===== src/rtl/stopwatch_bcd_pkg.sv =====
// Shared types and constants for the mm:ss stopwatch and the blocks that will reuse its time format.
// Holds the FSM state encoding, the BCD digit limits and the BCD increment helper.
package stopwatch_bcd_pkg;

    localparam int unsigned DIGIT_W = 4;
    localparam int unsigned TIME_W  = 4 * DIGIT_W;

    localparam logic [DIGIT_W-1:0] BCD_MAX_ONES = 4'd9;
    localparam logic [DIGIT_W-1:0] BCD_MAX_TENS = 4'd5;

    typedef enum logic [1:0] {
        ST_IDLE  = 2'd0,
        ST_RUN   = 2'd1,
        ST_PAUSE = 2'd2
    } sw_state_e;

    typedef struct packed {
        logic [DIGIT_W-1:0] min_tens;
        logic [DIGIT_W-1:0] min_ones;
        logic [DIGIT_W-1:0] sec_tens;
        logic [DIGIT_W-1:0] sec_ones;
    } bcd_time_t;

    typedef struct packed {
        logic      wrap;
        bcd_time_t t;
    } bcd_inc_t;

    // Ripple-carry BCD add-one; '>=' folds any out-of-range digit back to zero.
    function automatic bcd_inc_t bcd_increment(input bcd_time_t cur);
        bcd_inc_t r;
        r.wrap = 1'b0;
        r.t    = cur;
        if (cur.sec_ones >= BCD_MAX_ONES) begin
            r.t.sec_ones = '0;
            if (cur.sec_tens >= BCD_MAX_TENS) begin
                r.t.sec_tens = '0;
                if (cur.min_ones >= BCD_MAX_ONES) begin
                    r.t.min_ones = '0;
                    if (cur.min_tens >= BCD_MAX_TENS) begin
                        r.t.min_tens = '0;
                        r.wrap       = 1'b1;
                    end else begin
                        r.t.min_tens = cur.min_tens + 4'd1;
                    end
                end else begin
                    r.t.min_ones = cur.min_ones + 4'd1;
                end
            end else begin
                r.t.sec_tens = cur.sec_tens + 4'd1;
            end
        end else begin
            r.t.sec_ones = cur.sec_ones + 4'd1;
        end
        return r;
    endfunction

endpackage


===== src/rtl/stopwatch_bcd_if.sv =====
// Stopwatch I/O bundle: raw inputs from the board/display and the BCD time fed to four_hex_in.
interface stopwatch_bcd_if;
    import stopwatch_bcd_pkg::*;

    logic              second_toggle;
    logic              btn_start;
    logic              btn_clear;
    logic [TIME_W-1:0] four_hex_out;
    logic              running;
    logic              wrap_pulse;

    modport master (
        output second_toggle, btn_start, btn_clear,
        input  four_hex_out, running, wrap_pulse
    );

    modport slave (
        input  second_toggle, btn_start, btn_clear,
        output four_hex_out, running, wrap_pulse
    );
endinterface


===== src/rtl/btn_debounce.sv =====
// Synchronises and debounces one raw push-button; press pulses once per debounced rising edge.
module btn_debounce #(
    parameter int unsigned DEBOUNCE_CYCLES = 120000,
    parameter int unsigned CNT_W           = 17
) (
    input  logic clk,
    input  logic rst_n,
    input  logic raw,
    output logic level,
    output logic press
);

    localparam logic [CNT_W-1:0] CNT_LAST = CNT_W'(DEBOUNCE_CYCLES - 1);

    logic             sync1_q, sync2_q;
    logic             level_q, level_d;
    logic             press_q, press_d;
    logic [CNT_W-1:0] cnt_q, cnt_d;

    // Counter only advances while the synced input disagrees with the accepted level.
    always_comb begin
        cnt_d   = '0;
        level_d = level_q;
        press_d = 1'b0;
        if (sync2_q != level_q) begin
            if (cnt_q == CNT_LAST) begin
                level_d = sync2_q;
                press_d = sync2_q;
            end else begin
                cnt_d = cnt_q + CNT_W'(1);
            end
        end
    end

    always_ff @(posedge clk or negedge rst_n) begin
        if (!rst_n) begin
            sync1_q <= 1'b0;
            sync2_q <= 1'b0;
            level_q <= 1'b0;
            press_q <= 1'b0;
            cnt_q   <= '0;
        end else begin
            sync1_q <= raw;
            sync2_q <= sync1_q;
            level_q <= level_d;
            press_q <= press_d;
            cnt_q   <= cnt_d;
        end
    end

    assign level = level_q;
    assign press = press_q;

endmodule


===== src/rtl/stopwatch_bcd.sv =====
// mm:ss BCD stopwatch counting the display's 1 Hz second_toggle, with start/stop and clear buttons.
module stopwatch_bcd
    import stopwatch_bcd_pkg::*;
#(
    parameter int unsigned DEBOUNCE_CYCLES = 120000,
    parameter int unsigned CNT_W           = 17
) (
    input  logic             clk,
    input  logic             rst_n,
    stopwatch_bcd_if.slave   sw
);

    logic      tick_s1_q, tick_s2_q, tick_prev_q;
    logic      tick_c;
    logic      start_press, clear_press;
    logic      start_lvl_unused, clear_lvl_unused;
    sw_state_e state_q, state_d;
    bcd_time_t count_q, count_d;
    bcd_inc_t  inc;
    logic      wrap_q, wrap_d;
    logic      running_q;

    btn_debounce #(
        .DEBOUNCE_CYCLES (DEBOUNCE_CYCLES),
        .CNT_W           (CNT_W)
    ) u_db_start (
        .clk   (clk),
        .rst_n (rst_n),
        .raw   (sw.btn_start),
        .level (start_lvl_unused),
        .press (start_press)
    );

    btn_debounce #(
        .DEBOUNCE_CYCLES (DEBOUNCE_CYCLES),
        .CNT_W           (CNT_W)
    ) u_db_clear (
        .clk   (clk),
        .rst_n (rst_n),
        .raw   (sw.btn_clear),
        .level (clear_lvl_unused),
        .press (clear_press)
    );

    // Either edge of the synced second_toggle is one second.
    assign tick_c = tick_s2_q ^ tick_prev_q;

    always_comb begin
        state_d = state_q;
        count_d = count_q;
        wrap_d  = 1'b0;
        inc     = bcd_increment(count_q);
        unique case (state_q)
            ST_IDLE: begin
                if (clear_press) begin
                    count_d = '0;
                end else if (start_press) begin
                    state_d = ST_RUN;
                end
            end
            ST_RUN: begin
                if (tick_c) begin
                    count_d = inc.t;
                    wrap_d  = inc.wrap;
                end
                if (start_press) begin
                    state_d = ST_PAUSE;
                end
            end
            ST_PAUSE: begin
                if (clear_press) begin
                    state_d = ST_IDLE;
                    count_d = '0;
                end else if (start_press) begin
                    state_d = ST_RUN;
                end
            end
            default: begin
                state_d = ST_IDLE;
                count_d = '0;
            end
        endcase
    end

    always_ff @(posedge clk or negedge rst_n) begin
        if (!rst_n) begin
            tick_s1_q   <= 1'b0;
            tick_s2_q   <= 1'b0;
            tick_prev_q <= 1'b0;
            state_q     <= ST_IDLE;
            count_q     <= '0;
            wrap_q      <= 1'b0;
            running_q   <= 1'b0;
        end else begin
            tick_s1_q   <= sw.second_toggle;
            tick_s2_q   <= tick_s1_q;
            tick_prev_q <= tick_s2_q;
            state_q     <= state_d;
            count_q     <= count_d;
            wrap_q      <= wrap_d;
            running_q   <= (state_d == ST_RUN);
        end
    end

    assign sw.four_hex_out = count_q;
    assign sw.running      = running_q;
    assign sw.wrap_pulse   = wrap_q;

endmodule


===== src/flat_wrapper.sv =====
// flat-port wrapper written by rule: the top's interface ports become plain ports
module stopwatch_bcd_flat import stopwatch_bcd_pkg::*;
#(
    parameter int unsigned DEBOUNCE_CYCLES = 120000,
    parameter int unsigned CNT_W           = 17
)
  (clk, rst_n, sw_second_toggle, sw_btn_start, sw_btn_clear, sw_four_hex_out, sw_running, sw_wrap_pulse);
  stopwatch_bcd_if sw_i ();
  input  logic clk;
  input  logic rst_n;
  input wire logic [$bits(sw_i.second_toggle)-1:0] sw_second_toggle;
  input wire logic [$bits(sw_i.btn_start)-1:0] sw_btn_start;
  input wire logic [$bits(sw_i.btn_clear)-1:0] sw_btn_clear;
  output wire logic [$bits(sw_i.four_hex_out)-1:0] sw_four_hex_out;
  output wire logic [$bits(sw_i.running)-1:0] sw_running;
  output wire logic [$bits(sw_i.wrap_pulse)-1:0] sw_wrap_pulse;
  assign sw_i.second_toggle = sw_second_toggle;
  assign sw_i.btn_start = sw_btn_start;
  assign sw_i.btn_clear = sw_btn_clear;
  assign sw_four_hex_out = sw_i.four_hex_out;
  assign sw_running = sw_i.running;
  assign sw_wrap_pulse = sw_i.wrap_pulse;
  stopwatch_bcd #(.DEBOUNCE_CYCLES(DEBOUNCE_CYCLES), .CNT_W(CNT_W)) u_core (.clk(clk), .rst_n(rst_n), .sw(sw_i));
endmodule

===== config.mk =====
export PLATFORM = sky130hd
export DESIGN_NAME = stopwatch_bcd_flat
export DESIGN_NICKNAME = d
export VERILOG_FILES = /design/src/rtl/stopwatch_bcd_pkg.sv /design/src/rtl/stopwatch_bcd_if.sv /design/src/rtl/btn_debounce.sv /design/src/rtl/stopwatch_bcd.sv /design/src/flat_wrapper.sv
export SDC_FILE = /design/constraint.sdc
export NUM_CORES = 1
export LEC_CHECK = 0
export ABC_AREA = 1
export CORE_MARGIN = 3
export CORE_UTILIZATION = 40
export CTS_CLUSTER_SIZE = 20
export DETAILED_ROUTE_END_ITERATION = 10
export HOLD_SLACK_MARGIN = 0.02
export PLACE_DENSITY = 0.55
export SYNTH_ARGS = -nofsm -noshare
export SYNTH_HDL_FRONTEND = slang
export SYNTH_SLANG_ARGS = --single-unit

===== constraint.sdc =====
create_clock -name clk -period 1.74 [get_ports clk]
set_clock_uncertainty 0.05 [all_clocks]
set_input_delay 0.174 -clock clk [delete_from_list [all_inputs] [get_ports clk]]
set_output_delay 0.174 -clock clk [all_outputs]
set_load 0.01 [all_outputs]

======== Word level (Yosys, flattened, before mapping) ========
Index checks and enable logic that the tools add are counted.
storage, ports and cells
  output and inout bits ................... 18
  latch bits .............................. 0
  bits in registers ....................... 65
  bits of input ports ..................... 5
  memories kept ........................... 0
  word-level logic and storage cells ...... 77
  RAM bits ................................ 0
  ROM bits ................................ 0
operators by class
  mux-type cells .......................... 26
  shift operators ......................... 0
  divide/modulo/power cells ............... 0
  order comparisons ....................... 4
  add/subtract/negate cells ............... 6
  bitwise logic cells ..................... 1
  equal/unequal tests ..................... 12
  reductions and logical operators ........ 8
  multipliers ............................. 0
operators with widths
  cell                     count
  $mux W17                 4
  $add A17 B1 Y17 const B  2
  $eq A17 B17 Y1 const B   2
  $mux W16                 2
  $pmux W16 S2             1
  $add A4 B1 Y4 const B    4
  $mux W4                  4
  $mux W13                 1
  $ne A2 B1 Y1 const B     5
  $mux W9                  1
  $ge A4 B3 Y1 const B     2
  $ge A4 B4 Y1 const B     2
  $mux W2                  4
  $mux W1                  7
  $pmux W2 S3              1
  $reduce_and A2 Y1        3
  $mux W5                  1
  $reduce_and A5 Y1        1
  $eq A2 B1 Y1 const B     2
  $reduce_and A4 Y1        1
  $reduce_and A3 Y1        1
  $eq A2 B2 Y1 const B     1
  $logic_not A2 Y1         1
  $ne A1 B1 Y1             2
  2 further kinds          2

======== Logic depth before layout (Yosys ltp) ========
  depth after elaboration ................. 7
  gate-level depth with buffers ........... 13
  gate-level depth less buffers ........... 13

======== Modules after synthesis ========
Synthesis repeated with hierarchy kept, for this count alone.
second synthesis, totals
  cells, all modules ...................... 438
  area, all modules ....................... 3677.3 um2
by module, submodules not included
  module         area each (um2)  instances  cells an instance  sequential area each (um2)
  btn_debounce   1129.8           2          133                525.5
  stopwatch_bcd  1417.6           1          172                575.6

======== Worst setup path before layout ========
OpenSTA, ideal clock, no wires.
  path type ............................... flip-flop to flip-flop
  start point ............................. reg u_core.count_q, in the netlist u_core.sw.four_hex_out[4]
  end point ............................... reg u_core.count_q, in the netlist u_core.sw.four_hex_out[12]
  buffers on the path ..................... 0
  setup slack ............................. 0.151 ns
  library setup time ...................... 0.113 ns
  arrival time ............................ 1.427 ns
  required time ........................... 1.577 ns
  cell stages (with the launch flop) ...... 12
  period minus slack after synthesis ...... 1.589 ns
  path through ............................ dfrtp_1 ha_1 inv_1 nand2_1 a21oi_1 nand2_1 nand2_1 inv_2 nand2_1 nand2_1 nand2_1 inv_1
on the way
  longest elaborated chain between the ends .. 3
ends and longest elaborated chain
  what                                line                     text
  start, declared                     stopwatch_bcd.sv:18      bcd_time_t count_q, count_d;
  start signal, assigned              stopwatch_bcd.sv:99      count_q <= count_d;
  $ge A4 B3 Y1                        stopwatch_bcd_pkg.sv:36  if (cur.sec_tens >= BCD_MAX_TENS) begin
  $ne A2 B1 Y1 (no source line)       --
  $reduce_and A5 Y1 (no source line)  --
Every way passes these cells.
A chain may end at the register's enable or synchronous reset.

======== Worst setup path after layout ========
  start point ............................. reg u_core.count_q, in the netlist u_core.sw.four_hex_out[6]
  end point ............................... out sw_four_hex_out[6]
RTL lines
  what           line                text
  end, declared  flat_wrapper.sv:14  output wire logic [$bits(sw_i.four_hex_out)-1:0] sw_four_hex_out;
No word-level cell between the ends.

==> run_results.csv <==
group,metric,value,unit
synthesis,synth_top_area_share,46.7,%
routing,drtPass1Iterations,5,
setup_path,critical-path-max-stage-delay,0.60,ns
sta,slew_violations,0,
worst_hold_path,worstHoldPathType,"in -> reg",
synthesis,synth.avg_cell_area,8.29,sq um
synthesis,synth_seq_cells,65,
setup_path,cp.arrival,1.45,ns
layout,nNetsFinal,480,
routing,wl,6.64,mm
cts,clock_latency,0.34,ns
setup_path,critPathRequiredTime,1.52,ns
setup_path,cp-end-kind,"output port",
sta,fmax,598,MHz
synthesis,synth.cell_area,3480,sq um
sta,worst_pin_slew,0.387,ns
run,cap_violations,0,
sta,rsz0062_at_grt,"no",
grt,grt_util_met3,3.86,%
sta,min_period_over_period,96.0,%
placement,post-dp-hpwl,4.79,mm
grt,grt_pass1_vias,2571,
grt,grt.overflow.total,0,
grt,use_met2,23.0,%
die,die_w,99.3,um
placement,gp_congestion,0.772,
power_and_ir_drop,leakagePower,2.01,nW
synthesis,async_reset_ff_share,100,%
synthesis,post-synth-top-count-cell,"nand2_1",
cts,cts_buffers,9,
sta,setup_viol,0,
routing,via_per_inst,4.70,
run_status,status,"finished, final reports clean",
die,placementRows,33,
grt,grt-busiest-layer,"met2",
cts,cts_tree,"yes",
placement,port_buffers,22,
synthesis,synth_top_cell_by_area,"dfrtp_1",
grt,grt_usage,14.8,%
sta,hold_viol,0,
die,core,8340,sq um
synthesis,synthFlopType,"dfrtp_1",
cts,htree_levels,3,
setup_path,crit_chain,"clkdlybuf4s50_1",
sta,tns,0,ns
synthesis,synth-seq-area-share,46.7,%
setup_path,path_class,"reg -> out",
cts,root_buffer,"clkbuf_8",
synthesis,synth_nets,439,
routing,routedWlPerCell,11.6,um
synthesis,synthCells,420,
grt,antenna_found_initial,0,
routing,vias,2685,
setup_path,critPathSlowestCell,"clkdlybuf4s50_1",
synthesis,ys_types,31,
die,fp.dieH,99.3,um
sta,relSlewSlack,74.0,%
cts,clockBufferDepth,2,
routing,drc,0,
grt,grt_pass1_wl,11.8,mm
sta,post-route-min-period,1.67,ns
cts,cts_sinks,65,
synthesis,synth_area_leaders,"dfrtp_1 47%, nand2_1 8.2%, nor2_1 7.0%",
die,io_pins,23,
routing,ant_nets,0,
synthesis,yosysWarnings,0,
setup_path,cp_max_fo,6,
die,dieArea,9860,sq um
setup_path,critPathTopFamily,"buffers and inverters",
layout,final_layout_size_suffix_gt1_share,14.2,%
layout,area_growth,19.5,%
setup_path,startpoint_type,"register",
synthesis,synth_top_cells_by_count,"76 x nand2_1, 65 x dfrtp_1, 65 x nor2_1",
power_and_ir_drop,ir_worst_vdd,289,uV
routing,drt_iter0_drc,91,
setup_path,critPathBufInv,1,
grt,met1_usage,19.9,%
cts,clk_pin_slew,0.07,ns
power_and_ir_drop,power_per_cell_area,732,nW/um^2
grt,grt_max_degree,66,
die,start_util,41.8,%
sta,fin_hold_ws,0.225,ns
layout,antenna_cells,0,
synthesis,synth_edf_count,0,
layout,final_core_util,49.9,%
layer usage:
metal	wire length, um	vias to the layer above
li1	-	1393
met2	3050	40
met3	258	7
met5	0	-
met1	3250	1245
met4	85	0
cell type report:
class | instances | area [sq um]
Inverter | 70 | 267
Clock inverter | 1 | 30.0
Fill cell | 814 | 4180
Sequential cell | 65 | 1630
Tap cell | 105 | 131
Clock buffer | 15 | 196
Timing Repair Buffer | 31 | 298
Multi-Input combinational cell | 284 | 1610
report_power, final:
| group | internal [mW] | switching (mW) | leakage, nW |
|---|---|---|---|
| clock network | 0.859 | 0.559 | 0.116 |
| logic | 0.0280 | 0.0577 | 1.01 |
| registers | 1.53 | 0.0127 | 0.885 |
cells in the final DEF, fill, tap and decap left out, types with 4 or more instances in the layout:
cell and n:
nand2_1 73, nor2_1 65, dfrtp_1 64, inv_1 59, nand3_1 35, clkdlybuf4s50_1 21, nor3_1 17, xor2_1 14
ha_1 14, clkbuf_8 14, inv_2 9, nand2_2 9, xnor2_1 8, nand4_1 7, buf_4 7, nor2_4 6
a21oi_1 5, nand2_4 4, nor3b_1 4, nand3_2 4
worst paths after layout:
kind                                            from                    endpoint  slack (ns)  depth (start not counted)
max                        u_core.sw.four_hex_out[6]          sw_four_hex_out[6]        0.07                          1
min in group asynchronous                      rst_n  u_core.sw.four_hex_out[10]        0.33                          3
min reg2reg                         u_core.tick_s1_q            u_core.tick_s2_q        0.30                          0
min                                     sw_btn_start   u_core.u_db_start.sync1_q        0.23                          1
max reg2reg                u_core.sw.four_hex_out[8]  u_core.sw.four_hex_out[12]        0.14                         13
max in group asynchronous                      rst_n  u_core.u_db_start.cnt_q[9]        1.01                          3
what timing repair did:
action                     CTS  global route
gates resized for setup      0             9
buffers inserted             0             3
hold endpoints to repair    65             0
hold buffers                 1             0
setup endpoints to repair    0             8
flip-flops by register name, indices dropped and copies added, names as in the netlist:
name,flops
u_core.u_db_start.press,1
u_core.u_db_clear.level,1
u_core.u_db_start.sync1_q,1
u_core.u_db_start.cnt_q,17
u_core.u_db_start.sync2_q,1
u_core.sw.four_hex_out,16
u_core.u_db_start.level,1
u_core.sw.running,1
u_core.state_q,2
u_core.u_db_clear.cnt_q,17
u_core.u_db_clear.sync1_q,1
u_core.tick_s1_q,1
u_core.u_db_clear.sync2_q,1
u_core.u_db_clear.press,1
u_core.tick_s2_q,1
u_core.tick_prev_q,1
u_core.sw.wrap_pulse,1
logic make-up (layout without fill, tap and decap cells):
kind of cell	Yosys count	after routing	share of synthesized area [%]
XOR/XNOR	22	22	5.53
flip-flops	65	65	46.7
AO/OA/AOI/OAI	17	17	2.84
buffers and inverters	71	117	7.97
adder cells (fa/ha/maj)	14	14	5.03
AND/OR/NAND/NOR	231	231	31.9
metrics by stage:
step	instance area [sq um]	power (mW)	std cells	setup slack, ns
final	4160	3.05	571	0.0690
after global routing	4160	3.19	571	0.00291
after CTS	4110	3.10	568	0.00504
after detailed placement	3870	1.66	551	0.0219
after global placement	3870	1.66	551	0.137
after floorplan	3480	1.60	420	0.151
Power figures use the tool's default switching activity.
